$ cat src/rtl/br_pkg.sv
// rtl/br_pkg.sv - default sizes and FSM state type shared by the multiport register bank
package br_pkg;

    localparam int BR_WIDTH = 32;
    localparam int BR_DEPTH = 32;
    localparam int BR_NRD   = 2;

    typedef enum logic {
        CLEAR = 1'b0,
        READY = 1'b1
    } br_state_t;

endpackage

$ cat src/rtl/br_mem.sv
// rtl/br_mem.sv - storage array, one synchronous write port and NRD asynchronous read ports
// clk : write clock
// we, wa, wd : write enable, address, data
// ra : packed read addresses, port k at [k*AW +: AW]
// rd : packed read data, port k at [k*WIDTH +: WIDTH]
module br_mem
    import br_pkg::*;
#(
    parameter  int WIDTH = BR_WIDTH,
    parameter  int DEPTH = BR_DEPTH,
    parameter  int NRD   = BR_NRD,
    localparam int AW    = $clog2(DEPTH)
) (
    input  logic                 clk,
    input  logic                 we,
    input  logic [AW-1:0]        wa,
    input  logic [WIDTH-1:0]     wd,
    input  logic [NRD*AW-1:0]    ra,
    output logic [NRD*WIDTH-1:0] rd
);

    // No reset on the array so it maps onto RAM; the owner zeroes it by writing.
    logic [WIDTH-1:0] mem [DEPTH];

    always_ff @(posedge clk) begin
        if (we) begin
            mem[wa] <= wd;
        end
    end

    for (genvar k = 0; k < NRD; k++) begin : g_rd
        assign rd[k*WIDTH +: WIDTH] = mem[ra[k*AW +: AW]];
    end

endmodule

$ cat src/rtl/br_multipuerto.sv
// rtl/br_multipuerto.sv - multiport register bank with post-reset clear, write-first bypass, optional BR_ZERO_REG_EN
// clk, rst : clock, synchronous active-high reset
// RegEn, Dir, Di : write enable, address, data
// RA : packed read addresses, port k at [k*AW +: AW]
// DR : packed registered read data, port k at [k*WIDTH +: WIDTH]
// busy : high while the clear sequence runs
module br_multipuerto
    import br_pkg::*;
#(
    parameter  int WIDTH = BR_WIDTH,
    parameter  int DEPTH = BR_DEPTH,
    parameter  int NRD   = BR_NRD,
    localparam int AW    = $clog2(DEPTH)
) (
    input  logic                 clk,
    input  logic                 rst,
    input  logic                 RegEn,
    input  logic [AW-1:0]        Dir,
    input  logic [WIDTH-1:0]     Di,
    input  logic [NRD*AW-1:0]    RA,
    output logic [NRD*WIDTH-1:0] DR,
    output logic                 busy
);

    br_state_t            state;
    logic [AW-1:0]        clr_cnt;

    logic                 wr_ok;
    logic                 mem_we;
    logic [AW-1:0]        mem_wa;
    logic [WIDTH-1:0]     mem_wd;
    logic [NRD*WIDTH-1:0] mem_rd;
    logic [NRD*WIDTH-1:0] dr_next;

    // User write is accepted only in READY and never on a reset edge.
    always_comb begin
        wr_ok = RegEn && (state == READY) && !rst;
`ifdef BR_ZERO_REG_EN
        if (Dir == '0) begin
            wr_ok = 1'b0;
        end
`endif
        mem_we = wr_ok || ((state == CLEAR) && !rst);
        mem_wa = (state == CLEAR) ? clr_cnt : Dir;
        mem_wd = (state == CLEAR) ? '0 : Di;
    end

    br_mem #(
        .WIDTH (WIDTH),
        .DEPTH (DEPTH),
        .NRD   (NRD)
    ) u_mem (
        .clk (clk),
        .we  (mem_we),
        .wa  (mem_wa),
        .wd  (mem_wd),
        .ra  (RA),
        .rd  (mem_rd)
    );

    // Write-first: a port reading the address being written sees the new data.
    always_comb begin
        dr_next = '0;
        for (int k = 0; k < NRD; k++) begin
            if (wr_ok && (RA[k*AW +: AW] == Dir)) begin
                dr_next[k*WIDTH +: WIDTH] = Di;
            end else begin
                dr_next[k*WIDTH +: WIDTH] = mem_rd[k*WIDTH +: WIDTH];
            end
`ifdef BR_ZERO_REG_EN
            if (RA[k*AW +: AW] == '0) begin
                dr_next[k*WIDTH +: WIDTH] = '0;
            end
`endif
        end
    end

    always_ff @(posedge clk) begin
        if (rst) begin
            state   <= CLEAR;
            clr_cnt <= '0;
            busy    <= 1'b1;
            DR      <= '0;
        end else begin
            case (state)
                CLEAR: begin
                    clr_cnt <= clr_cnt + 1'b1;
                    if (clr_cnt == AW'(DEPTH - 1)) begin
                        state <= READY;
                        busy  <= 1'b0;
                    end
                end
                READY: begin
                    busy <= 1'b0;
                end
            endcase
            DR <= (state == CLEAR) ? '0 : dr_next;
        end
    end

endmodule

$ cat config.mk
export PLATFORM = sky130hd
export DESIGN_NAME = br_multipuerto
export DESIGN_NICKNAME = d
export VERILOG_FILES = /design/src/rtl/br_pkg.sv /design/src/rtl/br_mem.sv /design/src/rtl/br_multipuerto.sv
export SDC_FILE = /design/constraint.sdc
export NUM_CORES = 1
export LEC_CHECK = 0
export ABC_CLOCK_PERIOD_IN_PS = 3600
export BUFFER_PORTS_ARGS = -buffer_cell sky130_fd_sc_hd__clkbuf_2
export CAP_MARGIN = 10
export CELL_PAD_IN_SITES_DETAIL_PLACEMENT = 0
export CELL_PAD_IN_SITES_GLOBAL_PLACEMENT = 1
export CORE_MARGIN = 2
export CORE_UTILIZATION = 45
export CTS_CLUSTER_DIAMETER = 40
export DETAILED_ROUTE_END_ITERATION = 8
export PLACE_DENSITY_LB_ADDON = 0.1
export RECOVER_POWER = 100
export SKIP_LAST_GASP = 1
export SLEW_MARGIN = 20
export SYNTH_ARGS = -nofsm -noshare
export SYNTH_HDL_FRONTEND = slang
export SYNTH_SLANG_ARGS = --single-unit
$ cat constraint.sdc
create_clock -name clk -period 3.6 [get_ports clk]
set_clock_uncertainty 0.15 [all_clocks]
set_input_delay 0 -clock clk [delete_from_list [all_inputs] [get_ports clk]]
set_output_delay 0 -clock clk [all_outputs]
set_load 0.1 [all_outputs]
==> impl_metrics.xml, run 1 <==
<?xml version="1.0" encoding="UTF-8"?>
<metrics>
  <group name="run_status">
    <metric name="outcome" unit="">complete, but fails checks</metric>
    <metric name="failed_checks" unit="">max-capacitance violations, max-slew violations</metric>
  </group>
  <group name="logic_synthesis">
    <metric name="synth_xor_xnor_area_share" unit="">0.00207</metric>
    <metric name="synth_nets" unit="">2956</metric>
    <metric name="post-synth-top-area-fraction" unit="">0.605</metric>
    <metric name="dominant_combinational_cell_family_by_area_after_synthesis" unit="">multiplexers</metric>
    <metric name="yosys_most_used_dff" unit="">sky130_fd_sc_hd__edfxtp_1</metric>
    <metric name="share_of_flip_flops_with_an_asynchronous_set_or_reset" unit="">0</metric>
    <metric name="synth.mux.area_fraction" unit="">0.229</metric>
    <metric name="yosys.area_share.adder" unit="">0.000493</metric>
    <metric name="cell_types_occupying_the_most_area_after_synthesis" unit="">sky130_fd_sc_hd__edfxtp_1 61%, sky130_fd_sc_hd__mux4_2 14%, sky130_fd_sc_hd__mux2i_1 8.3%, sky130_fd_sc_hd__a221oi_1 3.0%, sky130_fd_sc_hd__dfxtp_1 2.8%</metric>
    <metric name="synthDistinctLibCells" unit="">57</metric>
    <metric name="fraction_of_the_mapped_netlist_area_in_compound_gates" unit="">0.0793</metric>
    <metric name="synth_enable_flop_cells" unit="">1024</metric>
    <metric name="yosysSeqAreaShare" unit="">0.633</metric>
    <metric name="netlist_area" unit="um2">50800</metric>
    <metric name="yosys.area_share.simple" unit="">0.0292</metric>
    <metric name="ys_seq_elements" unit="">1095</metric>
    <metric name="synthDominantAreaCellType" unit="">sky130_fd_sc_hd__edfxtp_1</metric>
    <metric name="synthesis.instances" unit="">2904</metric>
    <metric name="yosys_warnings" unit="">0</metric>
    <metric name="avgSynthCellArea" unit="um2">17.5</metric>
  </group>
  <group name="place">
    <metric name="placement.cell_area" unit="um2">54600</metric>
    <metric name="port_buffers" unit="">114</metric>
    <metric name="hpwl" unit="mm">110</metric>
    <metric name="dpl_worst_slack" unit="ns">0.692</metric>
    <metric name="finalWeightedCongestion" unit="">0.850</metric>
  </group>
  <group name="cells_and_area">
    <metric name="post_route_cells_drive_above_1_share" unit="">0.263</metric>
    <metric name="final_net_count" unit="">3275</metric>
    <metric name="finalInstanceArea" unit="um2">60200</metric>
    <metric name="area_delta_synth_final" unit="%">18.4</metric>
  </group>
  <group name="worst_hold_path">
    <metric name="hold_class" unit="">in2reg</metric>
    <metric name="hold_depth" unit="">6</metric>
    <metric name="holdPathEnd" unit="">u_mem.mem[0][31]</metric>
    <metric name="worstHoldStart" unit="">RegEn</metric>
  </group>
  <group name="grt">
    <metric name="grt.total_usage" unit="">0.313</metric>
    <metric name="remaining_global_route_overflow" unit="">0</metric>
    <metric name="initial_antenna_violation_count" unit="">4</metric>
    <metric name="grt_pass1_wl" unit="mm">254</metric>
    <metric name="largest_net_degree_at_the_start_of_global_routing" unit="">83</metric>
    <metric name="via_count_of_the_first_global_routing_pass" unit="">33400</metric>
  </group>
  <group name="floorplan">
    <metric name="chipWidth" unit="um">340</metric>
    <metric name="placementRows" unit="">123</metric>
    <metric name="core_area" unit="um2">112000</metric>
    <metric name="initial_core_util" unit="">0.453</metric>
    <metric name="boundaryPins" unit="">115</metric>
    <metric name="dieArea" unit="um2">116000</metric>
    <metric name="die_h" unit="um">340</metric>
  </group>
  <group name="drt">
    <metric name="num_vias" unit="">32700</metric>
    <metric name="viasPerCell" unit="">6.72</metric>
    <metric name="drt-initial-drc-count" unit="">3599</metric>
    <metric name="antenna_violating_nets_post_route" unit="">0</metric>
    <metric name="drc" unit="">0</metric>
    <metric name="routedWlPerCell" unit="um">37.5</metric>
    <metric name="postRouteWirelength" unit="mm">182</metric>
    <metric name="drt_pre_antenna_iters" unit="">5</metric>
  </group>
  <group name="critical_path">
    <metric name="worstSetupStartpoint" unit="">state</metric>
    <metric name="r2r_cells" unit="">6</metric>
    <metric name="timing.setup.critical_path_class" unit="">reg2reg</metric>
    <metric name="timing.critical_path.arrival" unit="ns">3.75</metric>
    <metric name="critPathMaxFanout" unit="">22</metric>
    <metric name="worst_setup_path_end_kind" unit="">flop</metric>
    <metric name="slowest_delay" unit="ns">0.63</metric>
    <metric name="required" unit="ns">3.87</metric>
    <metric name="cp_cell_instances" unit="">buf_4 -&gt; mux2i_1 -&gt; nand3_1 -&gt; dlygate4sd3_1 -&gt; nor2_4 -&gt; buf_6</metric>
    <metric name="reg2reg_to" unit="">u_mem.mem[0][23]</metric>
    <metric name="slowest_stage_cell_crit_path" unit="">sky130_fd_sc_hd__dlygate4sd3_1</metric>
    <metric name="critPathLaunchType" unit="">flop</metric>
    <metric name="startpoint_of_the_most_critical_register_to_register_path" unit="">state</metric>
    <metric name="setup.reg_to_reg.worst_slack" unit="ns">0.12</metric>
  </group>
  <group name="power_and_ir_drop">
    <metric name="cellInternalPower" unit="W">0.0244</metric>
    <metric name="total_leakage_power" unit="nW">19.9</metric>
    <metric name="ir_worst_vdd" unit="mV">0.450</metric>
    <metric name="power.clock.fraction" unit="">0.496</metric>
    <metric name="power_frac_seq" unit="">0.433</metric>
    <metric name="p_sw_frac" unit="">0.236</metric>
    <metric name="comb_power_share" unit="">0.071</metric>
    <metric name="p_per_area" unit="nW/um2">531</metric>
    <metric name="power.switching" unit="W">0.00753</metric>
  </group>
  <group name="sta">
    <metric name="rsz0062_at_grt" unit="">false</metric>
    <metric name="final_period_minus_worst_setup_slack" unit="ns">3.48</metric>
    <metric name="clock.fmax" unit="GHz">0.288</metric>
    <metric name="layout_setup_ws" unit="ns">0.125</metric>
    <metric name="timing_hold_violations_final" unit="">0</metric>
    <metric name="finalCritPeriodShare" unit="">0.965</metric>
    <metric name="finalSetupViolations" unit="">0</metric>
    <metric name="setup_tns" unit="ns">0</metric>
    <metric name="tightest_slew" unit="ns">1.58</metric>
    <metric name="slew_headroom" unit="">-0.0550</metric>
    <metric name="maxSlewViolCount" unit="">132</metric>
  </group>
  <group name="clock_tree">
    <metric name="cts.reportedPaths.clkPinSlew" unit="ns">0.06</metric>
    <metric name="tritoncts_clock_tree" unit="">yes</metric>
    <metric name="root_buffer" unit="">sky130_fd_sc_hd__clkbuf_16</metric>
    <metric name="clockBufferDepth" unit="">3</metric>
    <metric name="level_count_of_the_clock_h_tree" unit="">4</metric>
    <metric name="postCtsSetupRepairBufs" unit="">0</metric>
    <metric name="clk-insertion-delay-late" unit="ns">0.77</metric>
    <metric name="clock-sinks" unit="">1095</metric>
    <metric name="post_cts_resized" unit="">0</metric>
    <metric name="tritoncts.num_buffers" unit="">158</metric>
  </group>
  <group name="run">
    <metric name="max-cap-violations" unit="">4</metric>
  </group>
</metrics>
## power groups by stage
| stage | clock network [W] | registers [W] | logic [W] |
|---|---|---|---|
| after floorplan | 0 | 0.0141 | 0.00134 |
| after global placement | 0 | 0.0141 | 0.00219 |
| after detailed placement | 0 | 0.0141 | 0.00219 |
| after CTS | 0.0161 | 0.0138 | 0.00227 |
| after global routing | 0.0166 | 0.0138 | 0.00234 |
| final | 0.0159 | 0.0138 | 0.00226 |
## placed cells by master, fill, tap and decap left out, types with 16 or more instances in the layout
master | synthesis | final
sky130_fd_sc_hd__nand2_1 | 53 | 53
sky130_fd_sc_hd__clkbuf_16 | 0 | 161
sky130_fd_sc_hd__clkinv_4 | 0 | 20
sky130_fd_sc_hd__clkbuf_2 | 0 | 86
sky130_fd_sc_hd__buf_12 | 0 | 37
sky130_fd_sc_hd__and2_1 | 37 | 22
sky130_fd_sc_hd__clkinvlp_4 | 0 | 20
sky130_fd_sc_hd__dlygate4sd3_1 | 0 | 75
sky130_fd_sc_hd__inv_6 | 0 | 20
sky130_fd_sc_hd__a211oi_1 | 27 | 27
sky130_fd_sc_hd__a21oi_1 | 38 | 38
sky130_fd_sc_hd__a32o_1 | 22 | 22
sky130_fd_sc_hd__nor2_1 | 68 | 50
sky130_fd_sc_hd__edfxtp_1 | 1024 | 1024
sky130_fd_sc_hd__o21ai_0 | 35 | 35
sky130_fd_sc_hd__mux4_2 | 327 | 327
sky130_fd_sc_hd__clkinv_2 | 0 | 17
sky130_fd_sc_hd__buf_4 | 50 | 100
sky130_fd_sc_hd__a221oi_1 | 172 | 172
sky130_fd_sc_hd__nor2_4 | 0 | 17
sky130_fd_sc_hd__bufinv_16 | 0 | 19
sky130_fd_sc_hd__o32ai_1 | 17 | 17
sky130_fd_sc_hd__clkbuf_1 | 135 | 105
sky130_fd_sc_hd__a31oi_1 | 19 | 19
sky130_fd_sc_hd__nand2b_1 | 47 | 47
sky130_fd_sc_hd__a221o_1 | 24 | 24
sky130_fd_sc_hd__o31ai_1 | 16 | 16
sky130_fd_sc_hd__nor3_1 | 19 | 19
sky130_fd_sc_hd__a22o_1 | 28 | 28
sky130_fd_sc_hd__dfxtp_1 | 71 | 70
sky130_fd_sc_hd__mux2i_1 | 419 | 420
sky130_fd_sc_hd__a22oi_1 | 47 | 47
sky130_fd_sc_hd__a311oi_1 | 19 | 19
## per-layer routing
layer	track usage	routed length (um)	vias up
li1	-	-	13100
met1	0.431	74300	17600
met2	0.496	85800	1664
met3	0.0590	14700	351
met4	0.120	7560	4
met5	0	27	-
## repair_timing
action,4_1_cts,5_1_grt
hold buffers,75,0
endpoints found under the hold margin,947,0
setup endpoints to repair,0,0
## through the flow
step / power (W) / hold slack, ns / cells / utilization
after floorplan: 0.0154 / -0.0242 / 2904 / -
after global placement: 0.0163 / 0.107 / 4488 / 0.487
after detailed placement: 0.0163 / 0.101 / 4488 / 0.487
after CTS: 0.0322 / 0.0120 / 4861 / 0.543
after global routing: 0.0328 / 0.0254 / 4862 / 0.536
final: 0.0320 / 0.00256 / 4862 / 0.536
## cell families after synthesis
group	after synthesis
AO/OA/AOI/OAI	506
XOR/XNOR	12
adder cells (fa/ha/maj)	2
buffers and inverters	250
flip-flops	1095
multiplexers	750
AND/OR/NAND/NOR	289
## state kept, by name, indices dropped and copies added (netlist names)
name / cells
clr_cnt: 5
u_mem.mem: 1024
state: 1
DR: 64
busy: 1
## worst max-delay path by stage
stage	slack, ns	cells after the start	to
finish	0.12	6	u_mem.mem[0][23]
global route	0.07	6	u_mem.mem[11][5]
CTS	0.23	6	u_mem.mem[0][12]
detailed placement	0.69	5	u_mem.mem[7][11]
global placement	0.71	7	DR[54]
floorplan	0.36	3	u_mem.mem[24][0]
## layout make-up
type,instances,area [um2]
Fill cell,9006,52000
Sequential cell,1095,32200
Multi-Input combinational cell,1559,17500
Clock buffer,176,4090
Timing Repair Buffer,406,3180
Tap cell,1500,1880
Clock inverter,122,1390
Inverter,3,13.8
Antenna cell,1,2.50
## worst max-delay path: cells and delay by family (launching register included)
family,cells,cell delay (ns)
simple gates,2,0.56
buf+inv,3,1.43
flops,1,0.51
mux,1,0.42
## cells in the mapped netlist (8+ instances only)
| master | instances |
|---|---|
| sky130_fd_sc_hd__edfxtp_1 | 1024 |
| sky130_fd_sc_hd__mux2i_1 | 419 |
| sky130_fd_sc_hd__mux4_2 | 327 |
| sky130_fd_sc_hd__a221oi_1 | 172 |
| sky130_fd_sc_hd__clkbuf_1 | 135 |
| sky130_fd_sc_hd__dfxtp_1 | 71 |
| sky130_fd_sc_hd__nor2_1 | 68 |
| sky130_fd_sc_hd__nand2_1 | 53 |
| sky130_fd_sc_hd__buf_4 | 50 |
| sky130_fd_sc_hd__a22oi_1 | 47 |
| sky130_fd_sc_hd__nand2b_1 | 47 |
| sky130_fd_sc_hd__a21oi_1 | 38 |
| sky130_fd_sc_hd__and2_1 | 37 |
| sky130_fd_sc_hd__o21ai_0 | 35 |
| sky130_fd_sc_hd__buf_2 | 29 |
| sky130_fd_sc_hd__a22o_1 | 28 |
| sky130_fd_sc_hd__a211oi_1 | 27 |
| sky130_fd_sc_hd__a221o_1 | 24 |
| sky130_fd_sc_hd__buf_6 | 24 |
| sky130_fd_sc_hd__a32o_1 | 22 |
| sky130_fd_sc_hd__a311oi_1 | 19 |
| sky130_fd_sc_hd__a31oi_1 | 19 |
| sky130_fd_sc_hd__nor3_1 | 19 |
| sky130_fd_sc_hd__o32ai_1 | 17 |
| sky130_fd_sc_hd__o31ai_1 | 16 |
| sky130_fd_sc_hd__o211ai_1 | 15 |
| sky130_fd_sc_hd__or2_0 | 13 |
| sky130_fd_sc_hd__o21bai_1 | 11 |
| sky130_fd_sc_hd__nor2b_1 | 10 |
| sky130_fd_sc_hd__or2_2 | 10 |
| sky130_fd_sc_hd__nand3_1 | 8 |
Power figures use the tool's default switching activity.
==> run 2: changes to the inputs <==
--- a/config.mk
+++ b/config.mk
@@ -20,4 +20,5 @@
 export SLEW_MARGIN = 20
 export SYNTH_ARGS = -nofsm -noshare
 export SYNTH_HDL_FRONTEND = slang
+export SYNTH_HIERARCHICAL = 1
 export SYNTH_SLANG_ARGS = --single-unit
==> run 2 against run 1 <==
  * The run still ends with max-capacitance violations, max-slew violations left
  * Largest cell class unchanged
  * Maximum frequency down 0.75%
  * Largest power group unchanged
  * Final cell count up 16%
  * Combinational power about the same
  * Critical path type unchanged
  * Via count up 8.4%
  * Non-clock buffer count down 25
==> impl_metrics.xml, run 2 <==
<?xml version="1.0" encoding="UTF-8"?>
<metrics>
  <group name="run_status">
    <metric name="outcome" unit="">complete, but fails checks</metric>
    <metric name="failed_checks" unit="">max-capacitance violations, max-slew violations</metric>
  </group>
  <group name="grt">
    <metric name="largest_net_degree_at_the_start_of_global_routing" unit="">95</metric>
    <metric name="initial_antenna_violation_count" unit="">9</metric>
    <metric name="grt_pass1_wl" unit="mm">255</metric>
    <metric name="remaining_global_route_overflow" unit="">0</metric>
    <metric name="grt.total_usage" unit="">0.304</metric>
    <metric name="via_count_of_the_first_global_routing_pass" unit="">35700</metric>
  </group>
  <group name="logic_synthesis">
    <metric name="synthesis.instances" unit="">3730</metric>
    <metric name="avgSynthCellArea" unit="um2">13.9</metric>
    <metric name="share_of_flip_flops_with_an_asynchronous_set_or_reset" unit="">0</metric>
    <metric name="yosys_most_used_dff" unit="">sky130_fd_sc_hd__edfxtp_1</metric>
    <metric name="synth_enable_flop_cells" unit="">1024</metric>
    <metric name="synthDistinctLibCells" unit="">41</metric>
    <metric name="cell_types_occupying_the_most_area_after_synthesis" unit="">sky130_fd_sc_hd__edfxtp_1 59%, sky130_fd_sc_hd__mux2i_1 20%, sky130_fd_sc_hd__a22oi_1 2.8%, sky130_fd_sc_hd__dfxtp_1 2.7%, sky130_fd_sc_hd__a22o_1 2.2%</metric>
    <metric name="netlist_area" unit="um2">52000</metric>
    <metric name="ys_seq_elements" unit="">1095</metric>
    <metric name="ys_top_cells_by_count" unit="">1047 x sky130_fd_sc_hd__mux2i_1, 1024 x sky130_fd_sc_hd__edfxtp_1, 254 x sky130_fd_sc_hd__nand2_1</metric>
    <metric name="post-synth-top-count-cell" unit="">sky130_fd_sc_hd__mux2i_1</metric>
    <metric name="synth_nets" unit="">3782</metric>
    <metric name="yosys_warnings" unit="">6</metric>
    <metric name="post-synth-top-area-fraction" unit="">0.592</metric>
    <metric name="yosysSeqAreaShare" unit="">0.619</metric>
    <metric name="synthDominantAreaCellType" unit="">sky130_fd_sc_hd__edfxtp_1</metric>
  </group>
  <group name="cells_and_area">
    <metric name="largest-register" unit="">u_mem/mem</metric>
    <metric name="most-common-layout-cells" unit="">1047 x sky130_fd_sc_hd__mux2i_1, 1024 x sky130_fd_sc_hd__edfxtp_1, 252 x sky130_fd_sc_hd__nand2_1, 212 x sky130_fd_sc_hd__nand3_1, 193 x sky130_fd_sc_hd__a21oi_1</metric>
    <metric name="final_net_count" unit="">4038</metric>
    <metric name="post_route_cells_drive_above_1_share" unit="">0.129</metric>
    <metric name="fillers" unit="">9527</metric>
    <metric name="area_delta_synth_final" unit="%">16.9</metric>
    <metric name="top_regs" unit="">u_mem/mem (1024), DR (64), clr_cnt (5)</metric>
    <metric name="flip_flop_count_of_the_largest_register_after_layout" unit="">1024</metric>
    <metric name="layout_commonest_cell" unit="">sky130_fd_sc_hd__mux2i_1</metric>
    <metric name="finalInstanceArea" unit="um2">60800</metric>
  </group>
  <group name="power_and_ir_drop">
    <metric name="design_power_total" unit="W">0.0319</metric>
    <metric name="ir_worst_vdd" unit="mV">0.423</metric>
    <metric name="total_leakage_power" unit="nW">22.4</metric>
    <metric name="p_per_area" unit="nW/um2">525</metric>
  </group>
  <group name="sta">
    <metric name="final.hold.worst_slack" unit="ns">0.0508</metric>
    <metric name="slew_headroom" unit="">-0.573</metric>
    <metric name="maxSlewViolCount" unit="">594</metric>
    <metric name="clock.fmax" unit="GHz">0.286</metric>
    <metric name="tightest_slew" unit="ns">2.36</metric>
    <metric name="finalSetupViolations" unit="">0</metric>
    <metric name="layout_setup_ws" unit="ns">0.0987</metric>
    <metric name="setup_tns" unit="ns">0</metric>
    <metric name="finalCritPeriodShare" unit="">0.973</metric>
    <metric name="final_period_minus_worst_setup_slack" unit="ns">3.50</metric>
    <metric name="rsz0062_at_grt" unit="">false</metric>
    <metric name="timing_hold_violations_final" unit="">0</metric>
  </group>
  <group name="clock_tree">
    <metric name="tritoncts_clock_tree" unit="">yes</metric>
    <metric name="postCtsSetupRepairBufs" unit="">0</metric>
    <metric name="cts.reportedPaths.clkPinSlew" unit="ns">0.06</metric>
    <metric name="clock-sinks" unit="">1095</metric>
    <metric name="root_buffer" unit="">sky130_fd_sc_hd__clkbuf_16</metric>
    <metric name="post_cts_resized" unit="">0</metric>
    <metric name="level_count_of_the_clock_h_tree" unit="">4</metric>
    <metric name="cts_hold_buf" unit="">75</metric>
    <metric name="tritoncts.num_buffers" unit="">157</metric>
    <metric name="clockBufferDepth" unit="">3</metric>
    <metric name="clk-insertion-delay-late" unit="ns">0.76</metric>
  </group>
  <group name="critical_path">
    <metric name="critPathMaxFanout" unit="">17</metric>
    <metric name="r2r_cells" unit="">5</metric>
    <metric name="reg2reg_to" unit="">u_mem/mem[27][9]</metric>
    <metric name="startpoint_of_the_most_critical_register_to_register_path" unit="">state</metric>
    <metric name="critPathLaunchType" unit="">flop</metric>
    <metric name="setup.reg_to_reg.worst_slack" unit="ns">0.1</metric>
    <metric name="timing.setup.critical_path_class" unit="">reg2reg</metric>
    <metric name="worst_setup_path_end_kind" unit="">flop</metric>
    <metric name="required" unit="ns">3.82</metric>
    <metric name="timing.critical_path.arrival" unit="ns">3.72</metric>
  </group>
  <group name="drt">
    <metric name="num_vias" unit="">35400</metric>
    <metric name="routedWlPerCell" unit="um">32.2</metric>
    <metric name="viasPerCell" unit="">6.29</metric>
    <metric name="drt_pre_antenna_iters" unit="">6</metric>
    <metric name="postRouteWirelength" unit="mm">181</metric>
    <metric name="drc" unit="">0</metric>
    <metric name="drt-initial-drc-count" unit="">3667</metric>
    <metric name="antenna_violating_nets_post_route" unit="">0</metric>
  </group>
  <group name="place">
    <metric name="finalWeightedCongestion" unit="">0.860</metric>
    <metric name="placement.cell_area" unit="um2">55100</metric>
    <metric name="port_buffers" unit="">114</metric>
    <metric name="dpl_worst_slack" unit="ns">0.670</metric>
    <metric name="hpwl" unit="mm">107</metric>
  </group>
  <group name="floorplan">
    <metric name="initial_core_util" unit="">0.454</metric>
    <metric name="placementRows" unit="">124</metric>
    <metric name="chipWidth" unit="um">344</metric>
    <metric name="die_h" unit="um">344</metric>
    <metric name="boundaryPins" unit="">115</metric>
    <metric name="dieArea" unit="um2">118000</metric>
    <metric name="core_area" unit="um2">115000</metric>
  </group>
  <group name="worst_hold_path">
    <metric name="hold_class" unit="">in2reg</metric>
    <metric name="holdPathEnd" unit="">DR[50]</metric>
    <metric name="worstHoldStart" unit="">Di[18]</metric>
    <metric name="hold_depth" unit="">4</metric>
  </group>
  <group name="run">
    <metric name="max-cap-violations" unit="">19</metric>
  </group>
</metrics>
[run 2: cell types whose count changed after synthesis, moves of 100 or more]
cell / before / now
sky130_fd_sc_hd__mux2i_1: 419 / 1047
sky130_fd_sc_hd__mux4_2: 327 / 0
sky130_fd_sc_hd__nand3_1: 8 / 212
sky130_fd_sc_hd__nand2_1: 53 / 254
sky130_fd_sc_hd__a221oi_1: 172 / 0
sky130_fd_sc_hd__a21oi_1: 38 / 193
sky130_fd_sc_hd__a22oi_1: 47 / 192
sky130_fd_sc_hd__a22o_1: 28 / 128
[run 2: layer usage]
layer,share of wire,vias to the layer above,track usage,routed length [um]
met5,0.0012,-,0.0104,215
met4,0.038,8,0.115,6910
met3,0.083,369,0.0619,15100
met2,0.47,1692,0.487,84500
met1,0.41,18200,0.407,74500
li1,-,15100,-,-
[run 2: through the flow]
stage | instances | utilization
3_5_place_dp | 5264 | 0.481
6_report | 5634 | 0.531
5_1_grt | 5633 | 0.531
2_1_floorplan | 3730 | -
3_3_place_gp | 5264 | 0.481
4_1_cts | 5633 | 0.535
[run 2: critical path, cell delays in order (launching register included)]
cell	delay [ns]
sky130_fd_sc_hd__dfxtp_2	0.39
sky130_fd_sc_hd__clkbuf_1	0.51
sky130_fd_sc_hd__mux2_1	0.38
sky130_fd_sc_hd__nand3b_1	0.31
sky130_fd_sc_hd__nor2_4	0.46
sky130_fd_sc_hd__clkbuf_2	0.88
[run 2: final cells by class]
cell class	count	area [um2]	area share
Antenna cell	1	2.50	0.0000412
Multi-Input combinational cell	2350	18300	0.300
Clock inverter	109	1270	0.0209
Timing Repair Buffer	381	3000	0.0494
Inverter	1	3.75	0.0000618
Clock buffer	185	4170	0.0686
Sequential cell	1095	32200	0.529
Tap cell	1512	1890	0.0311
[run 2: worst max-delay path by stage]
stage,startpoint,end,slack (ns),cells past startpoint
finish,state,u_mem/mem[27][9],0.1,5
detailed placement,state,u_mem/mem[2][18],0.67,5
CTS,state,DR[25],0.34,8
global placement,state,u_mem/mem[2][18],0.72,5
global route,RA[6],DR[37],0.08,10
floorplan,state,u_mem/mem[12][0],-0.12,6
[run 2: cell families after synthesis]
kind of cell             synth area share
AO/OA/AOI/OAI                      0.0836
XOR/XNOR                          0.00219
adder cells (fa/ha/maj)          0.000481
buffers and inverters              0.0339
flip-flops                          0.619
multiplexers                        0.203
AND/OR/NAND/NOR                    0.0581
[run 2: where the power goes]
part / internal [W] / switching [W] / leakage, nW
Clock: 0.00978 / 0.00600 / 2.61
Combinational: 0.000808 / 0.00145 / 10.3
Sequential: 0.0138 / 0.0000373 / 9.51
